## src/rtl/clk_div_pkg.sv

```systemverilog
// clk_div_pkg: shared defaults and channel-index width helper for prog_clk_div.
package clk_div_pkg;
    localparam int CNT_W_DEF = 27;
    localparam int N_CH_DEF  = 4;
    function automatic int ch_w(input int n);
        return (n > 1) ? $clog2(n) : 1;
    endfunction
    localparam int CH_W_DEF = ch_w(N_CH_DEF);
endpackage

```

## src/rtl/clk_div_ch.sv

```systemverilog
// clk_div_ch: one programmable 50%-duty divider channel; terminal updates land on a wrap.
// The tick register exists only when PROG_CLK_DIV_TICK_EN is defined.
module clk_div_ch #(
    parameter int               CNT_W = 27,
    parameter logic [CNT_W-1:0] DEF_T = {1'b0, {(CNT_W-1){1'b1}}}
) (
    input  logic             CLK,
    input  logic             rst_n,
    input  logic             en,
    input  logic             we,
    input  logic [CNT_W-1:0] val,
    output logic             clk_out,
    output logic             tick,
    output logic             pend
);
    logic [CNT_W-1:0] cnt_q, cnt_d, act_t_q, act_t_d, pnd_t_q, pnd_t_d;
    logic             pend_q, pend_d, clk_out_q, clk_out_d, wrap;
    assign wrap = en && cnt_q == act_t_q;
    always_comb begin
        cnt_d     = (en && !wrap) ? cnt_q + CNT_W'(1) : '0;
        clk_out_d = en && (clk_out_q ^ wrap);
        pnd_t_d   = we ? val : pnd_t_q;
        // an idle channel has no wrap to wait for, so updates apply at once
        act_t_d   = !en ? (we ? val : (pend_q ? pnd_t_q : act_t_q))
                        : ((wrap && pend_q) ? pnd_t_q : act_t_q);
        pend_d    = en && (we || (pend_q && !wrap));
    end
    always_ff @(posedge CLK or negedge rst_n) begin
        if (!rst_n) begin
            cnt_q     <= '0;
            act_t_q   <= DEF_T;
            pnd_t_q   <= DEF_T;
            pend_q    <= 1'b0;
            clk_out_q <= 1'b0;
        end else begin
            cnt_q     <= cnt_d;
            act_t_q   <= act_t_d;
            pnd_t_q   <= pnd_t_d;
            pend_q    <= pend_d;
            clk_out_q <= clk_out_d;
        end
    end
    assign clk_out = clk_out_q;
    assign pend    = pend_q;
`ifdef PROG_CLK_DIV_TICK_EN
    logic tick_q, tick_d;
    always_comb tick_d = wrap && !clk_out_q;
    always_ff @(posedge CLK or negedge rst_n) begin
        if (!rst_n) tick_q <= 1'b0;
        else        tick_q <= tick_d;
    end
    assign tick = tick_q;
`else
    assign tick = 1'b0;
`endif
endmodule

```

## src/rtl/prog_clk_div.sv

```systemverilog
// prog_clk_div: N_CH independent programmable 50%-duty clock dividers.
// Define PROG_CLK_DIV_TICK_EN to enable the tick outputs (tied 0 otherwise).
module prog_clk_div
    import clk_div_pkg::*;
#(
    parameter int               CNT_W = CNT_W_DEF,
    parameter int               N_CH  = N_CH_DEF,
    parameter logic [CNT_W-1:0] DEF_T = {1'b0, {(CNT_W-1){1'b1}}}
) (
    input  logic                    CLK,
    input  logic                    rst_n,
    input  logic [N_CH-1:0]         en,
    input  logic                    cfg_we,
    input  logic [ch_w(N_CH)-1:0]   cfg_ch,
    input  logic [CNT_W-1:0]        cfg_val,
    output logic [N_CH-1:0]         clk_out,
    output logic [N_CH-1:0]         tick,
    output logic [N_CH-1:0]         pend
);
    logic [N_CH-1:0] ch_we;
    // out-of-range channel numbers match no channel and are dropped
    always_comb for (int i = 0; i < N_CH; i++) ch_we[i] = cfg_we && int'(cfg_ch) == i;
    for (genvar g = 0; g < N_CH; g++) begin : g_ch
        clk_div_ch #(.CNT_W(CNT_W), .DEF_T(DEF_T)) u_ch (
            .CLK     (CLK),
            .rst_n   (rst_n),
            .en      (en[g]),
            .we      (ch_we[g]),
            .val     (cfg_val),
            .clk_out (clk_out[g]),
            .tick    (tick[g]),
            .pend    (pend[g])
        );
    end
endmodule

```

## config.mk

```make
export PLATFORM = sky130hd
export DESIGN_NAME = prog_clk_div
export DESIGN_NICKNAME = d
export VERILOG_FILES = /design/src/rtl/clk_div_pkg.sv /design/src/rtl/clk_div_ch.sv /design/src/rtl/prog_clk_div.sv
export SDC_FILE = /design/constraint.sdc
export NUM_CORES = 1
export LEC_CHECK = 0
export BUFFER_PORTS_ARGS = -buffer_cell sky130_fd_sc_hd__buf_2
export CORE_UTILIZATION = 30
export DETAILED_ROUTE_END_ITERATION = 6
export PLACE_DENSITY_LB_ADDON = 0.3
export SLEW_MARGIN = 30
export SYNTH_ARGS = -nofsm -noshare
export SYNTH_HDL_FRONTEND = slang
export SYNTH_SLANG_ARGS = --single-unit
```

## constraint.sdc

```tcl
create_clock -name CLK -period 4.35 [get_ports CLK]
set_input_delay 0.435 -clock CLK [delete_from_list [all_inputs] [get_ports CLK]]
set_output_delay 0.435 -clock CLK [all_outputs]
set_load 0.01 [all_outputs]
```

-- Word-level counts from Yosys, hierarchy flattened
Index checks and enable logic that the tools add are counted.
- register bits: 332
- bits of input ports: 36
- output and inout bits: 12
- logic and storage cells: 104
- $add $sub $neg: 4
- equality and inequality tests: 11
- multiplexer cells: 20
- bitwise gates (word level): 4
- reduce and logical (&&, ||, !) cells: 45
- operator list (cell ; count):
    two-way mux 27 bit ; 20
    adder 27 x 1 -> 27 bit (second input constant) ; 4
    equality test 27 bit ; 4
    logical AND 1 bit ; 28
    nonzero test 3 bit ; 4
    != test 2 x 1 -> 1 bit (second input constant) ; 4
    AND reduction 2 bit ; 4
    equality test 2 bit (second input constant) ; 2
    zero test 1 bit ; 4
    logical OR 1 bit ; 4
    bitwise XOR 1 bit ; 4
    equality test 2 x 1 -> 1 bit (second input constant) ; 1
    zero test 2 bit ; 1

-- Depth between registers and ports, before layout
Gate-level depths: netlist of the first run.
- depth after elaboration: 6
- gate-level depth with buffers: 8
- depth with buffers taken out: 6

-- Cells and area by module
Synthesis of the first run repeated with hierarchy kept, for this count alone.
- cells, all modules: 1274
- area, all modules: 16578.4 µm²
- by module, submodules not included (module ; times used ; cells each ; area an instance (µm²)):
    clk_div_ch (g_ch[1].u_ch ...) ; 3 ; 317 ; 4145.2
    clk_div_ch (g_ch[0].u_ch) ; 1 ; 319 ; 4105.2
    prog_clk_div ; 1 ; 4 ; 37.5

-- Least setup slack after synthesis of the first run
OpenSTA, ideal clock, no wires.
- kind: in2reg
- from: input port cfg_ch[1]
- to: register g_ch[0].u_ch.act_t_q[26]
- library setup time: 0.125 ns
- data arrival time: 1.970 ns
- required time: 4.225 ns
- path slack: 2.255 ns
- cell stages on the path: 6
- cells stage by stage: nor3b_1 and2_1 clkbuf_1 buf_2 mux2_2 mux2_4
- word-level cells in the longest chain between the ends: 4
- ends and longest elaborated chain (element ; RTL line ; RTL):
    start, declared ; prog_clk_div.sv:14 ; input logic [ch_w(N_CH)-1:0] cfg_ch,
    zero test 2 bit (*) ; prog_clk_div.sv:22 ; always_comb for (int i = 0; i < N_CH; i++) ch_we[i] = cfg_we && int'(cfg_ch) == i;
    logical AND 1 bit (*) ; prog_clk_div.sv:22 ;
    nonzero test 3 bit (no source line) or two-way mux 27 bit (tied branches) ; -- ;
    AND reduction 2 bit (no source line) or two-way mux 27 bit (tied branches) ; -- ;
    end signal, assigned ; clk_div_ch.sv:37 ; act_t_q <= act_t_d;
    end, declared ; clk_div_ch.sv:16 ; logic [CNT_W-1:0] cnt_q, cnt_d, act_t_q, act_t_d, pnd_t_q, pnd_t_d;
Every way passes the cells marked *; elsewhere a longest branch is shown, timed or not.
A chain may end at the register's enable or synchronous reset.

-- Worst setup path after layout of the first run
- from: register g_ch[3].u_ch.cnt_q[20]
- to: register g_ch[3].u_ch.act_t_q[26]
- word-level cells in the longest chain between the ends: 5
- ends and longest elaborated chain (element ; RTL line ; RTL):
    start, declared ; clk_div_ch.sv:16 ;
    start signal, assigned ; clk_div_ch.sv:36 ; cnt_q <= cnt_d;
    equality test 27 bit ; clk_div_ch.sv:18 ; assign wrap = en && cnt_q == act_t_q;
    logical AND 1 bit ; clk_div_ch.sv:18 ;
    logical AND 1 bit ; clk_div_ch.sv:25 ; : ((wrap && pend_q) ? pnd_t_q : act_t_q);
    != test 2 x 1 -> 1 bit (no source line) ; -- ;
    AND reduction 2 bit (no source line) ; -- ;
    end signal, assigned ; clk_div_ch.sv:37 ;
    end, declared ; clk_div_ch.sv:16 ;
Every way passes these cells.

==> results of run 1 <==
==> routing by layer <==
| layer | GRT usage | routed length, um | up-vias |
|---|---|---|---|
| met5 | 0 | 0 | - |
| met4 | 0.04555 | 1022 | 0 |
| met3 | 0.01877 | 986 | 56 |
| met2 | 0.2241 | 18160 | 113 |
| met1 | 0.1886 | 18090 | 5013 |
| li1 | - | - | 4650 |
==> critical path, cell delays in order, from the launching register on <==
cell,delay (ns)
dfrtp_1,0.48
xor2_1,0.19
nor4_1,0.41
nand4_1,0.25
o31a_2,0.66
mux2_2,0.39
==> worst paths after layout <==
| check | from | endpoint | cells after the start |
|---|---|---|---|
| min in group asynchronous | rst_n | g_ch[1].u_ch.clk_out$_DFF_PN0_ | 2 |
| worst max register to register | g_ch[3].u_ch.cnt_q[20]$_DFF_PN0_ | g_ch[3].u_ch.act_t_q[26]$_DFFE_PN0P_ | 5 |
| max in group asynchronous | rst_n | g_ch[3].u_ch.act_t_q[11]$_DFFE_PN1P_ | 4 |
| worst min register to register | g_ch[3].u_ch.pnd_t_q[26]$_DFFE_PN0P_ | g_ch[3].u_ch.pnd_t_q[26]$_DFFE_PN0P_ | 1 |
| worst max-delay path | g_ch[3].u_ch.cnt_q[20]$_DFF_PN0_ | g_ch[3].u_ch.act_t_q[26]$_DFFE_PN0P_ | 5 |
| worst min-delay path | en[0] | g_ch[0].u_ch.pend$_DFF_PN0_ | 2 |
==> logic make-up after synthesis <==
logic type | synth area share
adders and majority gates | 0.003018
and+or+nand+nor | 0.1001
xor gates and xnor gates | 0.1083
AOI/OAI and AO/OA | 0.01207
other | 0.0002261
DFF | 0.5166
muxes | 0.2336
buffers and inverters | 0.02610
==> sequential cells by signal, summed over array words and instances (netlist names) <==
register and cells:
g_ch.u_ch.act_t_q 108, g_ch.u_ch.clk_out 4, g_ch.u_ch.cnt_q 108, g_ch.u_ch.pend 4, g_ch.u_ch.pnd_t_q 108
==> cell type report <==
class | instances | area share
Clock buffer | 55 | 0.06044
Timing Repair Buffer | 64 | 0.02287
Clock inverter | 12 | 0.006117
Sequential cell | 332 | 0.4553
Tap cell | 696 | 0.04628
Inverter | 20 | 0.003989
Multi-Input combinational cell | 899 | 0.4050
==> synthesized netlist by cell type, types with 2 or more instances <==
cell type | count | area [um^2]
dfrtp_1 | 124 | 3103
or4_1 | 2 | 15.01
ha_1 | 4 | 50.05
xnor2_1 | 83 | 727.0
nand4_1 | 34 | 212.7
inv_1 | 20 | 75.07
xor2_1 | 122 | 1069
and2_1 | 2 | 12.51
o21a_1 | 2 | 15.01
mux2_2 | 264 | 2973
nor2_1 | 125 | 469.2
buf_4 | 14 | 105.1
and3_1 | 12 | 75.07
nand3b_1 | 2 | 15.01
nand2_1 | 29 | 108.9
dfstp_2 | 208 | 5465
nor3b_1 | 3 | 22.52
mux2_4 | 60 | 900.9
nor4_1 | 31 | 193.9
o21ai_0 | 11 | 55.05
nor3_1 | 18 | 90.09
nand3_1 | 44 | 220.2
buf_1 | 2 | 7.510
o31a_1 | 3 | 26.28
a21oi_1 | 9 | 45.04
and4_1 | 11 | 96.34
buf_2 | 16 | 80.08
or3_1 | 8 | 50.05
buf_6 | 8 | 90.09
clkbuf_1 | 20 | 75.07
o21ai_1 | 3 | 15.01
nor2b_1 | 3 | 18.77
==> per-stage QoR <==
step | cells | worst slack [ns]
finish | 2078 | 1.841
CTS | 2076 | 1.817
floorplan | 1311 | 2.255
detailed placement | 2009 | 1.737
global route | 2078 | 1.690
global placement | 2009 | 1.740
==> where the power goes <==
| part | internal, uW | switching (uW) | total (uW) |
|---|---|---|---|
| logic | 982 | 647 | 1630 |
| clock network | 1930 | 1270 | 3200 |
| registers | 4110 | 459 | 4570 |
==> results_dict.tcl, run 1 <==
set metrics [dict create \
    tightest_slew_ns 0.9343 \
    cts_buffer_depth 3 \
    cts_tree "yes" \
    mostFrequentLayoutCells "mux2_2, dfstp_2, dfrtp_1, nor2_1, xor2_1" \
    setup_violations 0 \
    dieWidth_um 237.1 \
    dr.pass1.iters 4 \
    wl_per_cell_um 18.41 \
    drt_iter0_markers 466 \
    die-area_um2 56230 \
    power_uw 9399 \
    critPathLaunchType "flip-flop" \
    via_per_inst 4.731 \
    cts_buffers 37 \
    final_common_cell "mux2_2" \
    antenna_found_initial 0 \
    hp-class "input port to flip-flop" \
    drc_errors 0 \
    cts.htree.levels 2 \
    num_vias 9832 \
    synth_edf_count 0 \
    initial_core_util 0.3058 \
    place_congestion 0.7916 \
    fill_cells 5316 \
    coreArea_um2 54240 \
    io_buffer_count 43 \
    grt_max_degree 117 \
    critPathKind "flip-flop to flip-flop" \
    ys_types 43 \
    ys_seq_area_frac 0.5166 \
    required_ns 4.77 \
    worst_setup_path_end_kind "flip-flop" \
    rrSetupSlack_ns 1.84 \
    drive_above_1_share 0.4812 \
    ys_ff_latch 332 \
    clk_latency_ns 0.53 \
    syn_area_um2 16580 \
    cts_resized 0 \
    power_density_nw_per_um2 499.5 \
    path_clk_slew_ns 0.06 \
    hold_violations 0 \
    rsz0062_at_grt "false" \
    maxSlewViolCount 0 \
    critical_path_arrival_ns 2.93 \
    cts_root_buffer "clkbuf_16" \
    hold_ws_ns 0.1426 \
    skew_ns 0.01369 \
    cp_max_fo 27 \
    max_slew_margin 0.3771 \
    synthArstFlopShare 1.000 \
    dpl.hpwl_um 25530 \
    regArea_um2 8568 \
    io_pins 48 \
    ant_nets 0 \
    period_needed_ns 2.509 \
    synth_area_per_cell_um2 12.68 \
    grt.overflow.total 0 \
    syn_inst 1308 \
    p_leak_uw 0.007790 \
    outcome "complete, no violations" \
    yosysWarnings 0 \
    hold_buffers 0 \
    layout.nets 1394 \
    track_usage 0.1378 \
    antenna_cells 0 \
    drv_cap 0 \
    postPlaceCellArea_um2 17520 \
    synthFlopType "dfstp_2" \
    period_share 0.5768 \
    ir_worst_vdd_uv 209.2 \
    final_area_um2 18820 \
    std_cell_rows 85 \
    fin_setup_tns_ns 0 \
    cts.sinks 332 \
    grt_pass1_wl_um 60110 \
    die_h_um 237.1 \
    clock.fmax_mhz 398.6 \
    syn_to_final_growth_pct 13.47 \
    post_cts_buffers 0 \
    postLayoutCoreUtil 0.3469 \
    grt_pass1_vias 9943 \
    multi_input_area_um2 7621 \
    routed_wl_um 38260 \
]
Power figures use the tool's default switching activity.
==> run 2: changes to the inputs <==
==> constraint.sdc (replaced) <==
create_clock -name CLK -period 2.49 [get_ports CLK]
set_input_delay 0.249 -clock CLK [delete_from_list [all_inputs] [get_ports CLK]]
set_output_delay 0.249 -clock CLK [all_outputs]
set_load 0.01 [all_outputs]
==> run 2 against run 1 <==
  * First-iteration DRC count rose by 7.7%
  * Maximum frequency up 8.5%
  * Critical path depth grew 1
  * Via count decreased by 0.49%
  * Die area unchanged
  * Core utilization rose by 0.28 points
  * Sequential share of layout area decreased by 0.37 points
  * Critical endpoint is now g_ch[0].u_ch.act_t_q[1]$_DFFE_PN1P_
==> results_dict.tcl, run 2 (same netlist as run 1, synthesis figures left out) <==
set metrics [dict create \
    dpl.hpwl_um 25760 \
    grt_pass1_wl_um 61330 \
    tightest_slew_ns 0.6490 \
    cp_max_fo 20 \
    initial_core_util 0.3058 \
    ant_nets 0 \
    worst-path-buf-inv 1 \
    io_pins 48 \
    worst_setup_path_end_kind "flip-flop" \
    path_clk_slew_ns 0.06 \
    regArea_um2 8568 \
    postLayoutCoreUtil 0.3498 \
    p_leak_uw 0.007877 \
    critPathKind "flip-flop to flip-flop" \
    postPlaceCellArea_um2 17700 \
    largestRegisters "g_ch.u_ch.act_t_q x108, g_ch.u_ch.cnt_q x108, g_ch.u_ch.pnd_t_q x108" \
    path_cells "xor2_1 -> nor4_1 -> nand4_1 -> o31a_2 -> buf_4 -> mux2_4" \
    rsz0062_at_grt "false" \
    die-area_um2 56230 \
    io_buffer_count 43 \
    drc_errors 0 \
    dp_cells 2024 \
    max_slew_margin 0.5673 \
    drt_iter0_markers 502 \
    layout.nets 1409 \
    cts_root_buffer "clkbuf_16" \
    track_usage 0.1387 \
    drv_cap 0 \
    ir_worst_vdd_uv 424.5 \
    multi_input_area_um2 7607 \
    hold_violations 0 \
    dieWidth_um 237.1 \
    max_stage_delay_ns 0.44 \
    mostFrequentLayoutCells "mux2_2, dfstp_2, dfrtp_1, nor2_1, xor2_1" \
    crit_family "simple AND/OR/NAND/NOR gates" \
    clock.fmax_mhz 432.4 \
    grt_pass1_vias 10370 \
    skew_ns 0.01346 \
    syn_to_final_growth_pct 14.39 \
    via_per_inst 4.672 \
    wl_per_cell_um 17.95 \
    routed_wl_um 37580 \
    setup_violations 0 \
    fin_setup_tns_ns 0 \
    critPathLaunchType "flip-flop" \
    power_uw 16320 \
    die_h_um 237.1 \
    std_cell_rows 85 \
    cts.htree.levels 2 \
    period_needed_ns 2.313 \
    drive_above_1_share 0.4853 \
    crit_slowest_cell "dfrtp_1" \
    final_area_um2 18970 \
    period_share 0.9287 \
    num_vias 9784 \
    grt_max_degree 78 \
    fill_cells 5296 \
    required_ns 2.95 \
    final_common_cell "mux2_2" \
    maxSlewViolCount 0 \
    outcome "complete, no violations" \
    cts_tree "yes" \
    hp-class "input port to flip-flop" \
    layout.cells.non_filler 2094 \
    cts_buffers 36 \
    grt.overflow.total 0 \
    post_cts_buffers 0 \
    power_density_nw_per_um2 860.1 \
    place_congestion 0.7869 \
    antenna_found_initial 2 \
    dr.pass1.iters 6 \
    clk_latency_ns 0.53 \
    coreArea_um2 54240 \
    cts.sinks 332 \
    cts_buffer_depth 3 \
    critical_path_arrival_ns 2.77 \
]
==> run 2: where the power goes <==
part | total (uW) | leakage (uW) | switching [uW] | internal (uW)
sequential | 7950 | 0.00389 | 769 | 7180
clock | 5500 | 0.000618 | 2230 | 3260
combinational | 2870 | 0.00337 | 1130 | 1730
==> run 2: area by class of cell <==
class | count | area share
diodes | 1 | 0.0001319
clock buffers | 53 | 0.05949
clock inverters | 13 | 0.005672
inverters | 20 | 0.003957
multi-input cells | 899 | 0.4010
flip-flops and latches | 332 | 0.4517
well taps | 696 | 0.04590
repair buffers | 80 | 0.03219
==> run 2: per-stage QoR <==
step,hold slack (ns),worst slack [ns]
2_1_floorplan,-0.04659,0.4832
3_3_place_gp,0.2983,0.1857
3_5_place_dp,0.3004,0.1702
4_1_cts,0.007484,0.1676
5_1_grt,0.01595,0.06678
6_report,0.02553,0.1774
==> run 2: path summary, 6_finish.rpt <==
check                                                startpoint                                    to  slack, ns  cells past startpoint
max in group asynchronous                                 rst_n  g_ch[1].u_ch.act_t_q[10]$_DFFE_PN1P_       1.37                      3
min reg2reg                g_ch[1].u_ch.pnd_t_q[26]$_DFFE_PN0P_  g_ch[1].u_ch.pnd_t_q[26]$_DFFE_PN0P_       0.50                      1
min                                                       en[2]        g_ch[2].u_ch.clk_out$_DFF_PN0_       0.03                      2
min in group asynchronous                                 rst_n      g_ch[1].u_ch.cnt_q[10]$_DFF_PN0_       0.32                      2
max reg2reg                     g_ch[0].u_ch.cnt_q[0]$_DFF_PN0_   g_ch[0].u_ch.act_t_q[1]$_DFFE_PN1P_       0.18                      6
max                             g_ch[0].u_ch.cnt_q[0]$_DFF_PN0_   g_ch[0].u_ch.act_t_q[1]$_DFFE_PN1P_       0.18                      6
==> run 2: timing repair <==
| item | in CTS | in global routing |
|---|---|---|
| hold buffers | 3 | 0 |
| resized for setup | 0 | 0 |
| hold endpoints to repair | 28 | 0 |
==> run 2: routing by layer <==
layer / routed length [um] / track usage / vias to the layer above / share of wire
met3: 991 / 0.02028 / 53 / 0.026
li1: - / - / 4675 / -
met5: 13 / 0 / - / 0.00035
met2: 18010 / 0.2289 / 93 / 0.48
met4: 798 / 0.03930 / 2 / 0.021
met1: 17760 / 0.1887 / 4961 / 0.47
==> run 2: worst register-to-register path, cell delays in order (launching register included) <==
cell     delay, ns
dfrtp_1       0.44
xor2_1        0.19
nor4_1        0.36
nand4_1       0.28
o31a_2        0.37
buf_4         0.25
mux2_4        0.35
